File: src/rtl/traffic_pkg.sv
// Shared types and constants for the intersection phase controller:
// state codes, one-hot lamp encodings and default phase durations.
package traffic_pkg;

  typedef enum logic [3:0] {
    ALL_RED = 4'd0,
    NS_G    = 4'd1,
    NS_Y    = 4'd2,
    EW_LT   = 4'd3,
    EW_LT_Y = 4'd4,
    EW_G    = 4'd5,
    EW_Y    = 4'd6,
    NS_LT   = 4'd7,
    NS_LT_Y = 4'd8,
    FLASH   = 4'd9
  } state_e;

  // Lamp vector is {lt, g, y, r}
  localparam int LMP_R  = 0;
  localparam int LMP_Y  = 1;
  localparam int LMP_G  = 2;
  localparam int LMP_LT = 3;

  localparam logic [3:0] L_R  = 4'b1 << LMP_R;
  localparam logic [3:0] L_Y  = 4'b1 << LMP_Y;
  localparam logic [3:0] L_G  = 4'b1 << LMP_G;
  localparam logic [3:0] L_LT = 4'b1 << LMP_LT;

  localparam int DEF_T_G  = 40;
  localparam int DEF_T_Y  = 5;
  localparam int DEF_T_LT = 20;
  localparam int DEF_T_AR = 1;
  localparam int DEF_TW   = 8;

  typedef struct packed {
    logic [3:0] ns;
    logic [3:0] ew;
  } lamps_t;

  // In FLASH the ns-yellow / ew-red pair blinks together and everything else is dark.
  function automatic lamps_t decode_lamps(state_e s, logic ph);
    lamps_t l;
    l.ns = L_R;
    l.ew = L_R;
    case (s)
      NS_G:          l.ns = L_G;
      NS_Y, NS_LT_Y: l.ns = L_Y;
      NS_LT:         l.ns = L_LT;
      EW_G:          l.ew = L_G;
      EW_Y, EW_LT_Y: l.ew = L_Y;
      EW_LT:         l.ew = L_LT;
      FLASH: begin
        l.ns = ph ? L_Y : 4'b0000;
        l.ew = ph ? L_R : 4'b0000;
      end
      default: ;
    endcase
    return l;
  endfunction

endpackage

File: src/rtl/traffic_phase_timer.sv
// Tick counter for the current phase: clears on state change, counts tick
// pulses, flags the terminal tick against a runtime duration.
module phase_timer #(
  parameter int TW = 8
) (
  input  logic          clk,
  input  logic          rst_n,
  input  logic          clr_i,
  input  logic          tick_i,
  input  logic [TW-1:0] dur_i,
  output logic [TW-1:0] cnt_o,
  output logic          done_o
);

  logic [TW-1:0] cnt_q, cnt_d;

  always_comb begin
    cnt_d = cnt_q;
    if (clr_i)       cnt_d = '0;
    else if (tick_i) cnt_d = cnt_q + TW'(1);
  end

  always_ff @(posedge clk or negedge rst_n) begin
    if (!rst_n) cnt_q <= '0;
    else        cnt_q <= cnt_d;
  end

  assign cnt_o  = cnt_q;
  assign done_o = tick_i && (cnt_q == dur_i - TW'(1));

endmodule

File: src/rtl/traffic_phase_ctrl.sv
// Four-way intersection phase sequencer with left turns, walk lamps and flash mode.
// Define TRAFFIC_PED_REQ_EN to gate walk lamps on latched pedestrian requests.
module traffic_phase_ctrl
  import traffic_pkg::*;
#(
  parameter int T_G  = DEF_T_G,
  parameter int T_Y  = DEF_T_Y,
  parameter int T_LT = DEF_T_LT,
  parameter int T_AR = DEF_T_AR,
  parameter int TW   = DEF_TW
) (
  input  logic          clk,
  input  logic          rst_n,
  input  logic          tick,
  input  logic          flash_req,
  input  logic          ped_req_ns,
  input  logic          ped_req_ew,
  output logic [3:0]    ns_lamp,
  output logic [3:0]    ew_lamp,
  output logic          ns_walk,
  output logic          ew_walk,
  output logic [3:0]    state_o,
  output logic [TW-1:0] timer_o
);

  localparam int TMAX = (2 ** TW) - 1;

  if (T_G < 1 || T_G > TMAX || T_Y < 1 || T_Y > TMAX ||
      T_LT < 1 || T_LT > TMAX || T_AR < 1 || T_AR > TMAX) begin : g_bad_dur
    $error("traffic_phase_ctrl: every duration must be in 1..2**TW-1");
  end

  state_e        state_q, state_d;
  logic          ph_q, ph_d;
  lamps_t        lamps_q, lamps_d;
  logic          ns_walk_q, ns_walk_d, ew_walk_q, ew_walk_d;
  logic [TW-1:0] dur;
  logic          done;

  always_comb begin
    case (state_q)
      NS_G, EW_G:                   dur = TW'(T_G);
      NS_Y, EW_Y, EW_LT_Y, NS_LT_Y: dur = TW'(T_Y);
      NS_LT, EW_LT:                 dur = TW'(T_LT);
      default:                      dur = TW'(T_AR);
    endcase
  end

  phase_timer #(.TW(TW)) u_timer (
    .clk    (clk),
    .rst_n  (rst_n),
    .clr_i  (state_d != state_q),
    .tick_i (tick),
    .dur_i  (dur),
    .cnt_o  (timer_o),
    .done_o (done)
  );

  // Go-phases drop to their yellow as soon as flash is requested; yellows and
  // all-red finish their time, then divert toward FLASH instead of the next go-phase.
  always_comb begin
    state_d = state_q;
    case (state_q)
      ALL_RED: if (done) state_d = flash_req ? FLASH : NS_G;
      NS_G:    if (flash_req || done) state_d = NS_Y;
      EW_LT:   if (flash_req || done) state_d = EW_LT_Y;
      EW_G:    if (flash_req || done) state_d = EW_Y;
      NS_LT:   if (flash_req || done) state_d = NS_LT_Y;
      NS_Y:    if (done) state_d = flash_req ? ALL_RED : EW_LT;
      EW_LT_Y: if (done) state_d = flash_req ? ALL_RED : EW_G;
      EW_Y:    if (done) state_d = flash_req ? ALL_RED : NS_LT;
      NS_LT_Y: if (done) state_d = flash_req ? ALL_RED : NS_G;
      FLASH:   if (!flash_req) state_d = ALL_RED;
      default: state_d = ALL_RED;
    endcase
  end

  always_comb begin
    ph_d = 1'b0;
    if (state_d == FLASH) ph_d = (state_q != FLASH) ? 1'b1 : (ph_q ^ tick);
  end

  assign lamps_d = decode_lamps(state_d, ph_d);

`ifdef TRAFFIC_PED_REQ_EN
  logic pend_ns_q, pend_ns_d, pend_ew_q, pend_ew_d;
  logic ns_entry, ew_entry, pend_ns_eff, pend_ew_eff;

  // A request is consumed at green entry; one arriving during green waits for the next.
  always_comb begin
    ns_entry    = (state_d == NS_G) && (state_q != NS_G);
    ew_entry    = (state_d == EW_G) && (state_q != EW_G);
    pend_ns_eff = pend_ns_q | ped_req_ns;
    pend_ew_eff = pend_ew_q | ped_req_ew;
    pend_ns_d   = ns_entry ? 1'b0 : pend_ns_eff;
    pend_ew_d   = ew_entry ? 1'b0 : pend_ew_eff;
    ns_walk_d   = ns_entry ? pend_ns_eff : ((state_d == NS_G) && ns_walk_q);
    ew_walk_d   = ew_entry ? pend_ew_eff : ((state_d == EW_G) && ew_walk_q);
  end
`else
  logic unused_ped;
  assign unused_ped = ped_req_ns ^ ped_req_ew;

  always_comb begin
    ns_walk_d = (state_d == NS_G);
    ew_walk_d = (state_d == EW_G);
  end
`endif

  always_ff @(posedge clk or negedge rst_n) begin
    if (!rst_n) begin
      state_q   <= ALL_RED;
      ph_q      <= 1'b0;
      lamps_q   <= '{ns: L_R, ew: L_R};
      ns_walk_q <= 1'b0;
      ew_walk_q <= 1'b0;
`ifdef TRAFFIC_PED_REQ_EN
      pend_ns_q <= 1'b0;
      pend_ew_q <= 1'b0;
`endif
    end else begin
      state_q   <= state_d;
      ph_q      <= ph_d;
      lamps_q   <= lamps_d;
      ns_walk_q <= ns_walk_d;
      ew_walk_q <= ew_walk_d;
`ifdef TRAFFIC_PED_REQ_EN
      pend_ns_q <= pend_ns_d;
      pend_ew_q <= pend_ew_d;
`endif
    end
  end

  assign ns_lamp = lamps_q.ns;
  assign ew_lamp = lamps_q.ew;
  assign ns_walk = ns_walk_q;
  assign ew_walk = ew_walk_q;
  assign state_o = state_q;

  a_no_conflict: assert property (@(posedge clk) disable iff (!rst_n)
    !((|ns_lamp[3:1]) && (|ew_lamp[3:1])));

endmodule

File: config.mk
export PLATFORM = sky130hd
export DESIGN_NAME = traffic_phase_ctrl
export DESIGN_NICKNAME = d
export VERILOG_FILES = /design/src/rtl/traffic_pkg.sv /design/src/rtl/traffic_phase_timer.sv /design/src/rtl/traffic_phase_ctrl.sv
export SDC_FILE = /design/constraint.sdc
export NUM_CORES = 1
export LEC_CHECK = 0
export ABC_AREA = 0
export BUFFER_PORTS_ARGS = -buffer_cell sky130_fd_sc_hd__buf_2
export CAP_MARGIN = 20
export CORE_ASPECT_RATIO = 1.75
export CORE_UTILIZATION = 61
export CTS_BUF_LIST = sky130_fd_sc_hd__clkbuf_4 sky130_fd_sc_hd__clkbuf_8
export DETAILED_ROUTE_END_ITERATION = 7
export PLACE_DENSITY = 0.88
export SYNTH_ARGS = -nofsm -noshare
export SYNTH_HDL_FRONTEND = slang
export SYNTH_HIERARCHICAL = 1
export SYNTH_SLANG_ARGS = --single-unit
File: constraint.sdc
create_clock -name clk -period 8 [get_ports clk]
set_input_delay 1.2 -clock clk [delete_from_list [all_inputs] [get_ports clk]]
set_output_delay 1.2 -clock clk [all_outputs]
set_load 0.01 [all_outputs]
==> results of run 1 <==
[per-stage QoR]
| stage | worst slack [ns] | area [µm²] |
|---|---|---|
| finish | 3.95 | 1600 |
| CTS | 4.02 | 1600 |
| global placement | 4.15 | 1550 |
| detailed placement | 4.07 | 1550 |
| floorplan | 4.46 | 1470 |
| global route | 3.62 | 1600 |
[layer usage]
metal / up-vias / share of wire / track usage
li1: 628 / - / -
met1: 629 / 0.39 / 0.300
met2: 38 / 0.56 / 0.517
met3: 9 / 0.028 / 0.0367
met4: 0 / 0.020 / 0.121
met5: - / 0 / 0
[cells by family after synthesis]
| logic type | Yosys count | share of synthesized area |
|---|---|---|
| multiplexers | 3 | 0.0215 |
| buffers and inverters | 18 | 0.0653 |
| AO/OA/AOI/OAI | 34 | 0.156 |
| adder cells (fa/ha/maj) | 2 | 0.0172 |
| flip-flops | 21 | 0.363 |
| AND/OR/NAND/NOR | 75 | 0.273 |
| other | 1 | 0.00258 |
| XOR/XNOR | 17 | 0.102 |
[worst max-delay path, stage by stage (launching register included)]
cell	delay [ns]
dfrtp_1	0.71
inv_1	0.26
nand2_1	0.21
a21boi_0	0.20
o21bai_1	0.16
nand2b_1	0.25
nor4_1	0.25
xnor2_1	0.16
nand4_1	0.13
a2111oi_2	0.30
buf_4	0.27
o21a_1	0.34
nor2_1	0.08
nor3_1	0.22
nand4_1	0.16
xor2_1	0.16
nor2_1	0.05
[registers in the layout (all words and copies together) (netlist names)]
register	cells
u_timer/cnt_o	8
ns_lamp	4
state_o	4
ew_lamp	3
ew_walk	1
ph_q	1
[placed cells by master (no fill, tap or decap), types with 4 or more instances in the layout]
cell     synthesis  layout
xnor2_1          8       8
conb_1           1       5
o22ai_1          4       4
nand4_1          6       6
xor2_1           9       9
dfrtp_1         19      19
o21ai_0          4       4
nand2_1         16      16
nor2_1          22      22
buf_2            6      25
a21oi_1          9       9
[worst paths after layout]
kind                                         startpoint                      endpoint  slack, ns  cells after the start
max in group asynchronous                         rst_n          ns_lamp[0]$_DFF_PN1_       6.76                      1
max reg2reg                        state_o[3]$_DFF_PN0_  u_timer/cnt_o[7]$_DFFE_PN0P_       3.95                     16
min                        u_timer/cnt_o[7]$_DFFE_PN0P_  u_timer/cnt_o[7]$_DFFE_PN0P_       0.63                      2
min in group asynchronous                         rst_n             ew_walk$_DFF_PN0_       0.89                      1
min reg2reg                u_timer/cnt_o[7]$_DFFE_PN0P_  u_timer/cnt_o[7]$_DFFE_PN0P_       0.63                      2
max                                state_o[3]$_DFF_PN0_  u_timer/cnt_o[7]$_DFFE_PN0P_       3.95                     16
[report_power, final]
group / internal (mW) / switching [mW] / total (mW)
logic: 0.0810 / 0.100 / 0.181
clock network: 0.0347 / 0.0354 / 0.0701
registers: 0.129 / 0.0497 / 0.179
[final cells by class]
cell class,count,share of cell area
Multi-Input combinational cell,136,0.531
Tap cell,25,0.0196
Inverter,3,0.00705
Clock buffer,3,0.0259
Timing Repair Buffer,26,0.0831
Clock inverter,1,0.00313
Sequential cell,21,0.331
==> flow_summary_export.csv, run 1 <==
group,metric,value,unit
global_routing,grt_pass1_wl,5250,µm
run_status,status,"completed",
floorplanning,start_util,0.640,
yosys,yosysUniqueCellTypes,50,
yosys,yosysMostFrequentCell,"nor2_1",
critical_path,criticalPathCategory,"reg -> reg",
global_routing,grt_pass1_vias,1233,
yosys,ys_async_sr_fraction,1.00,
yosys,synth_cells,171,
finish,fin_util,0.702,
sta,rsz0062_at_grt,"false",
yosys,synth_edf_count,0,
yosys,synth_seq_cells,21,
worst_hold_path,min_path_type,"reg -> reg",
finish,multi_input_comb_area,847,µm²
finish,fin_nets,199,
critical_path,worstPathMaxFanout,19,
finish,fillCellCount,186,
finish,area_delta_synth_final,9.72,%
routing,routed_via_density,6.07,
critical_path,startpoint_type,"flop",
yosys,synth_ff_type,"dfrtp_1",
finish,finalNonFillerCells,215,
clock_network,cts.sinks,21,
sta,fmax,247,MHz
routing,ant_nets,0,
routing,avgRoutedWirePerCell,14.8,µm
yosys,ys_warn_count,6,
routing,drc,0,
global_routing,overflow,0,
floorplanning,die_w,38.9,µm
global_routing,grt_max_degree,28,
sta,setup_violations,0,
sta,finalSetupTns,0,ns
routing,vias,1304,
yosys,synth_top_area_frac,0.327,
clock_network,clock_latency,0.26,ns
sta,hold_viol_final,0,
sta,max_slew_margin,0.520,
yosys,avgSynthCellArea,8.51,µm²
clock_network,clockBufferDepth,2,
finish,drive_gt1_frac,0.205,
placement,place_congestion,0.750,
placement,dp_hpwl,2300,µm
power,peakVddDrop,161,µV
yosys,synth_common_cells,"22 x nor2_1, 19 x dfrtp_1, 16 x nand2_1",
sta,finalCritPeriodShare,0.506,
floorplanning,core-area,0.00227,mm²
critical_path,cp-end-kind,"flop",
clock_network,ctsHtreeMaxLevel,1,
clock_network,cts_resized,0,
clock_network,clock-root-buffer,"clkbuf_8",
yosys,synth.area.top_cells,"dfrtp_1 33%, nor2_1 5.7%, xor2_1 5.4%",
clock_network,cts.clk_slew.worst_paths,0.08,ns
finish,seq_area,528,µm²
finish,num_antenna_cells,0,
routing,wirelength,3170,µm
critical_path,worst-endpoint-required,8.14,ns
sta,drv_slew,0,
placement,post-place-cells,211,
yosys,ys_seq_area_frac,0.363,
routing,first_pass_iters,4,
power,power.density,269,mW/mm²
floorplanning,io_pins,28,
sta,clock_skew,0.00184,ns
floorplanning,die_h,66.6,µm
routing,drtIter0Drc,39,
floorplanning,die_area,0.00259,mm²
critical_path,crit_arrival,4.19,ns
clock_network,cts_hold_buffers,0,
flow_run,drv_cap,0,
sta,period_needed,4.05,ns
power,power.total,430,µW
yosys,syn_area,0.00146,mm²
placement,io_buffers,25,
clock_network,cts_setup_buffers,0,
power,leakage,0.745,nW
floorplanning,rows,23,
sta,hold_ws,0.634,ns
clock_network,cts_tree,"done",
clock_network,cts_buffers,3,
global_routing,grt_use_total,0.282,
global_routing,grt_antenna_before_repair,0,
yosys,synth_top_area_cell,"dfrtp_1",
sta,tightestPinTransition,0.720,ns
Power figures use the tool's default switching activity.
==> run 2, diff against run 1 <==
Settings changed: CORE_UTILIZATION 61 to 57, PLACE_DENSITY 0.88 to 0.83.
Clock period 8 ns to 3.8 ns, I/O delays scaled along.
==> flow_summary_export.csv, run 2 (same netlist as run 1, synthesis figures left out) <==
group,metric,value,unit
global_routing,grt_pass1_vias,1163,
global_routing,grt_pass1_wl,5000,µm
routing,first_pass_iters,4,
placement,place_congestion,0.850,
clock_network,cts_buffers,3,
global_routing,grt_antenna_before_repair,0,
global_routing,grt_max_degree,27,
finish,area_delta_synth_final,13.8,%
placement,post-place-cells,217,
sta,tightestPinTransition,0.619,ns
placement,placed_cell_area,0.00161,mm²
finish,largest_register_ffs,8,
routing,drtIter0Drc,34,
floorplanning,rows,23,
floorplanning,die_w,40.2,µm
critical_path,critical_path.startpoint,"state_o[3]$_DFF_PN0_",
critical_path,worst-endpoint-required,3.96,ns
worst_hold_path,min_path_type,"in -> async",
floorplanning,die_area,0.00277,mm²
clock_network,clock-root-buffer,"clkbuf_8",
finish,final_common_cell,"buf_2",
sta,setup_violations,0,
clock_network,cts_hold_buffers,0,
placement,io_buffers,25,
routing,avgRoutedWirePerCell,14.7,µm
finish,layout_common_cells,"25 x buf_2, 22 x nor2_1, 19 x dfrtp_1, 16 x nand2_1",
sta,max_slew_margin,0.586,
finish,drive_gt1_frac,0.230,
finish,fin_nets,205,
floorplanning,io_pins,28,
clock_network,clockBufferDepth,2,
critical_path,critical_path_buf_inv_count,1,
finish,num_antenna_cells,0,
clock_network,cts_tree,"done",
critical_path,cpMaxStageDelayCell,"a2111oi_2",
critical_path,crit_end,"u_timer/cnt_o[7]$_DFFE_PN0P_",
power,power.density,563,mW/mm²
critical_path,regToRegSetupSlack,0.31,ns
critical_path,rr_startpoint,"state_o[3]$_DFF_PN0_",
critical_path,crit_arrival,3.65,ns
clock_network,cts.clk_slew.worst_paths,0.07,ns
critical_path,cp_num_cells,15,
sta,clock_skew,0.00245,ns
clock_network,cts_setup_buffers,0,
sta,hold_viol_final,0,
critical_path,cp_cell_sequence,"inv_1 > nand2_1 > a21boi_0 > o21bai_1 > nand2b_1 > nor4_1 > xnor2_1 > nand4_1 > a2111oi_2 > o21a_1 > nor2_1 > nor3_1 > nand4_1 > xor2_1 > nor2_1",
sta,period_needed,3.49,ns
global_routing,overflow,0,
flow_run,drv_cap,0,
placement,dp_hpwl,2370,µm
sta,finalSetupTns,0,ns
sta,fmax,287,MHz
global_routing,grt_use_total,0.265,
floorplanning,core-area,0.00236,mm²
clock_network,ctsHtreeMaxLevel,1,
critical_path,cp-end-kind,"flop",
sta,rsz0062_at_grt,"false",
critical_path,startpoint_type,"flop",
power,peakVddDrop,314,µV
critical_path,criticalPathCategory,"reg -> reg",
sta,drv_slew,0,
clock_network,cts.sinks,21,
critical_path,r2r_cells,15,
sta,finalCritPeriodShare,0.918,
sta,hold_ws,0.254,ns
clock_network,cts_resized,0,
floorplanning,die_h,68.8,µm
run_status,status,"completed",
critical_path,reg2reg_to,"u_timer/cnt_o[7]$_DFFE_PN0P_",
critical_path,cpLargestDelayFamily,"simple AND/OR/NAND/NOR gates",
floorplanning,start_util,0.617,
critical_path,worstPathMaxFanout,6,
finish,finalNonFillerCells,221,
critical_path,slowest_delay,0.52,ns
finish,fillCellCount,204,
clock_network,clock_latency,0.26,ns
routing,wirelength,3240,µm
routing,ant_nets,0,
routing,routed_via_density,5.93,
routing,drc,0,
power,leakage,0.779,nW
power,power.total,933,µW
finish,fin_area,0.00166,mm²
routing,vias,1310,
## run 2: changes by cell type in the layout (fill, tap and decap cells not counted)
cell and change:
clkinv_2 -1, clkbuf_4 +1, buf_4 +5, buf_12 +1
## run 2: worst min path at each step
stage	slack [ns]	cells after the start	start	endpoint
2_1_floorplan	0.27	0	rst_n	ew_lamp[1]$_DFF_PN0_
3_3_place_gp	0.54	1	rst_n	u_timer/cnt_o[6]$_DFFE_PN0P_
3_5_place_dp	0.56	1	rst_n	u_timer/cnt_o[7]$_DFFE_PN0P_
4_1_cts	0.27	1	rst_n	u_timer/cnt_o[7]$_DFFE_PN0P_
5_1_grt	0.29	1	rst_n	u_timer/cnt_o[6]$_DFFE_PN0P_
6_report	0.25	1	rst_n	u_timer/cnt_o[7]$_DFFE_PN0P_
## run 2: metrics by stage
step,worst slack (ns),util
after floorplan,0.261,-
after global placement,0.459,0.681
after detailed placement,0.389,0.681
after CTS,0.338,0.702
after global routing,0.0753,0.702
final,0.312,0.702
## run 2: power by group
group / leakage [nW] / internal, mW / switching (mW) / total, mW
Combinational: 0.477 / 0.192 / 0.244 / 0.436
Sequential: 0.276 / 0.273 / 0.0698 / 0.343
Clock: 0.0262 / 0.0819 / 0.0728 / 0.155
## run 2: final cells by class
cell class / instances / area (µm²) / share of cell area
clock buffers: 4 / 48.8 / 0.0295
inverters: 3 / 11.3 / 0.00680
multi-input cells: 136 / 847 / 0.511
flip-flops and latches: 21 / 528 / 0.319
well taps: 25 / 31.3 / 0.0189
repair buffers: 32 / 190 / 0.115
## run 2: layer usage
layer  vias up  wire (µm)  GRT usage  part of all wire
met1       626       1240      0.249              0.38
met3         9         88     0.0321             0.027
met5         -          0          0                 0
met4         0         78      0.125             0.024
li1        644          -          -                 -
met2        31       1830      0.516              0.57
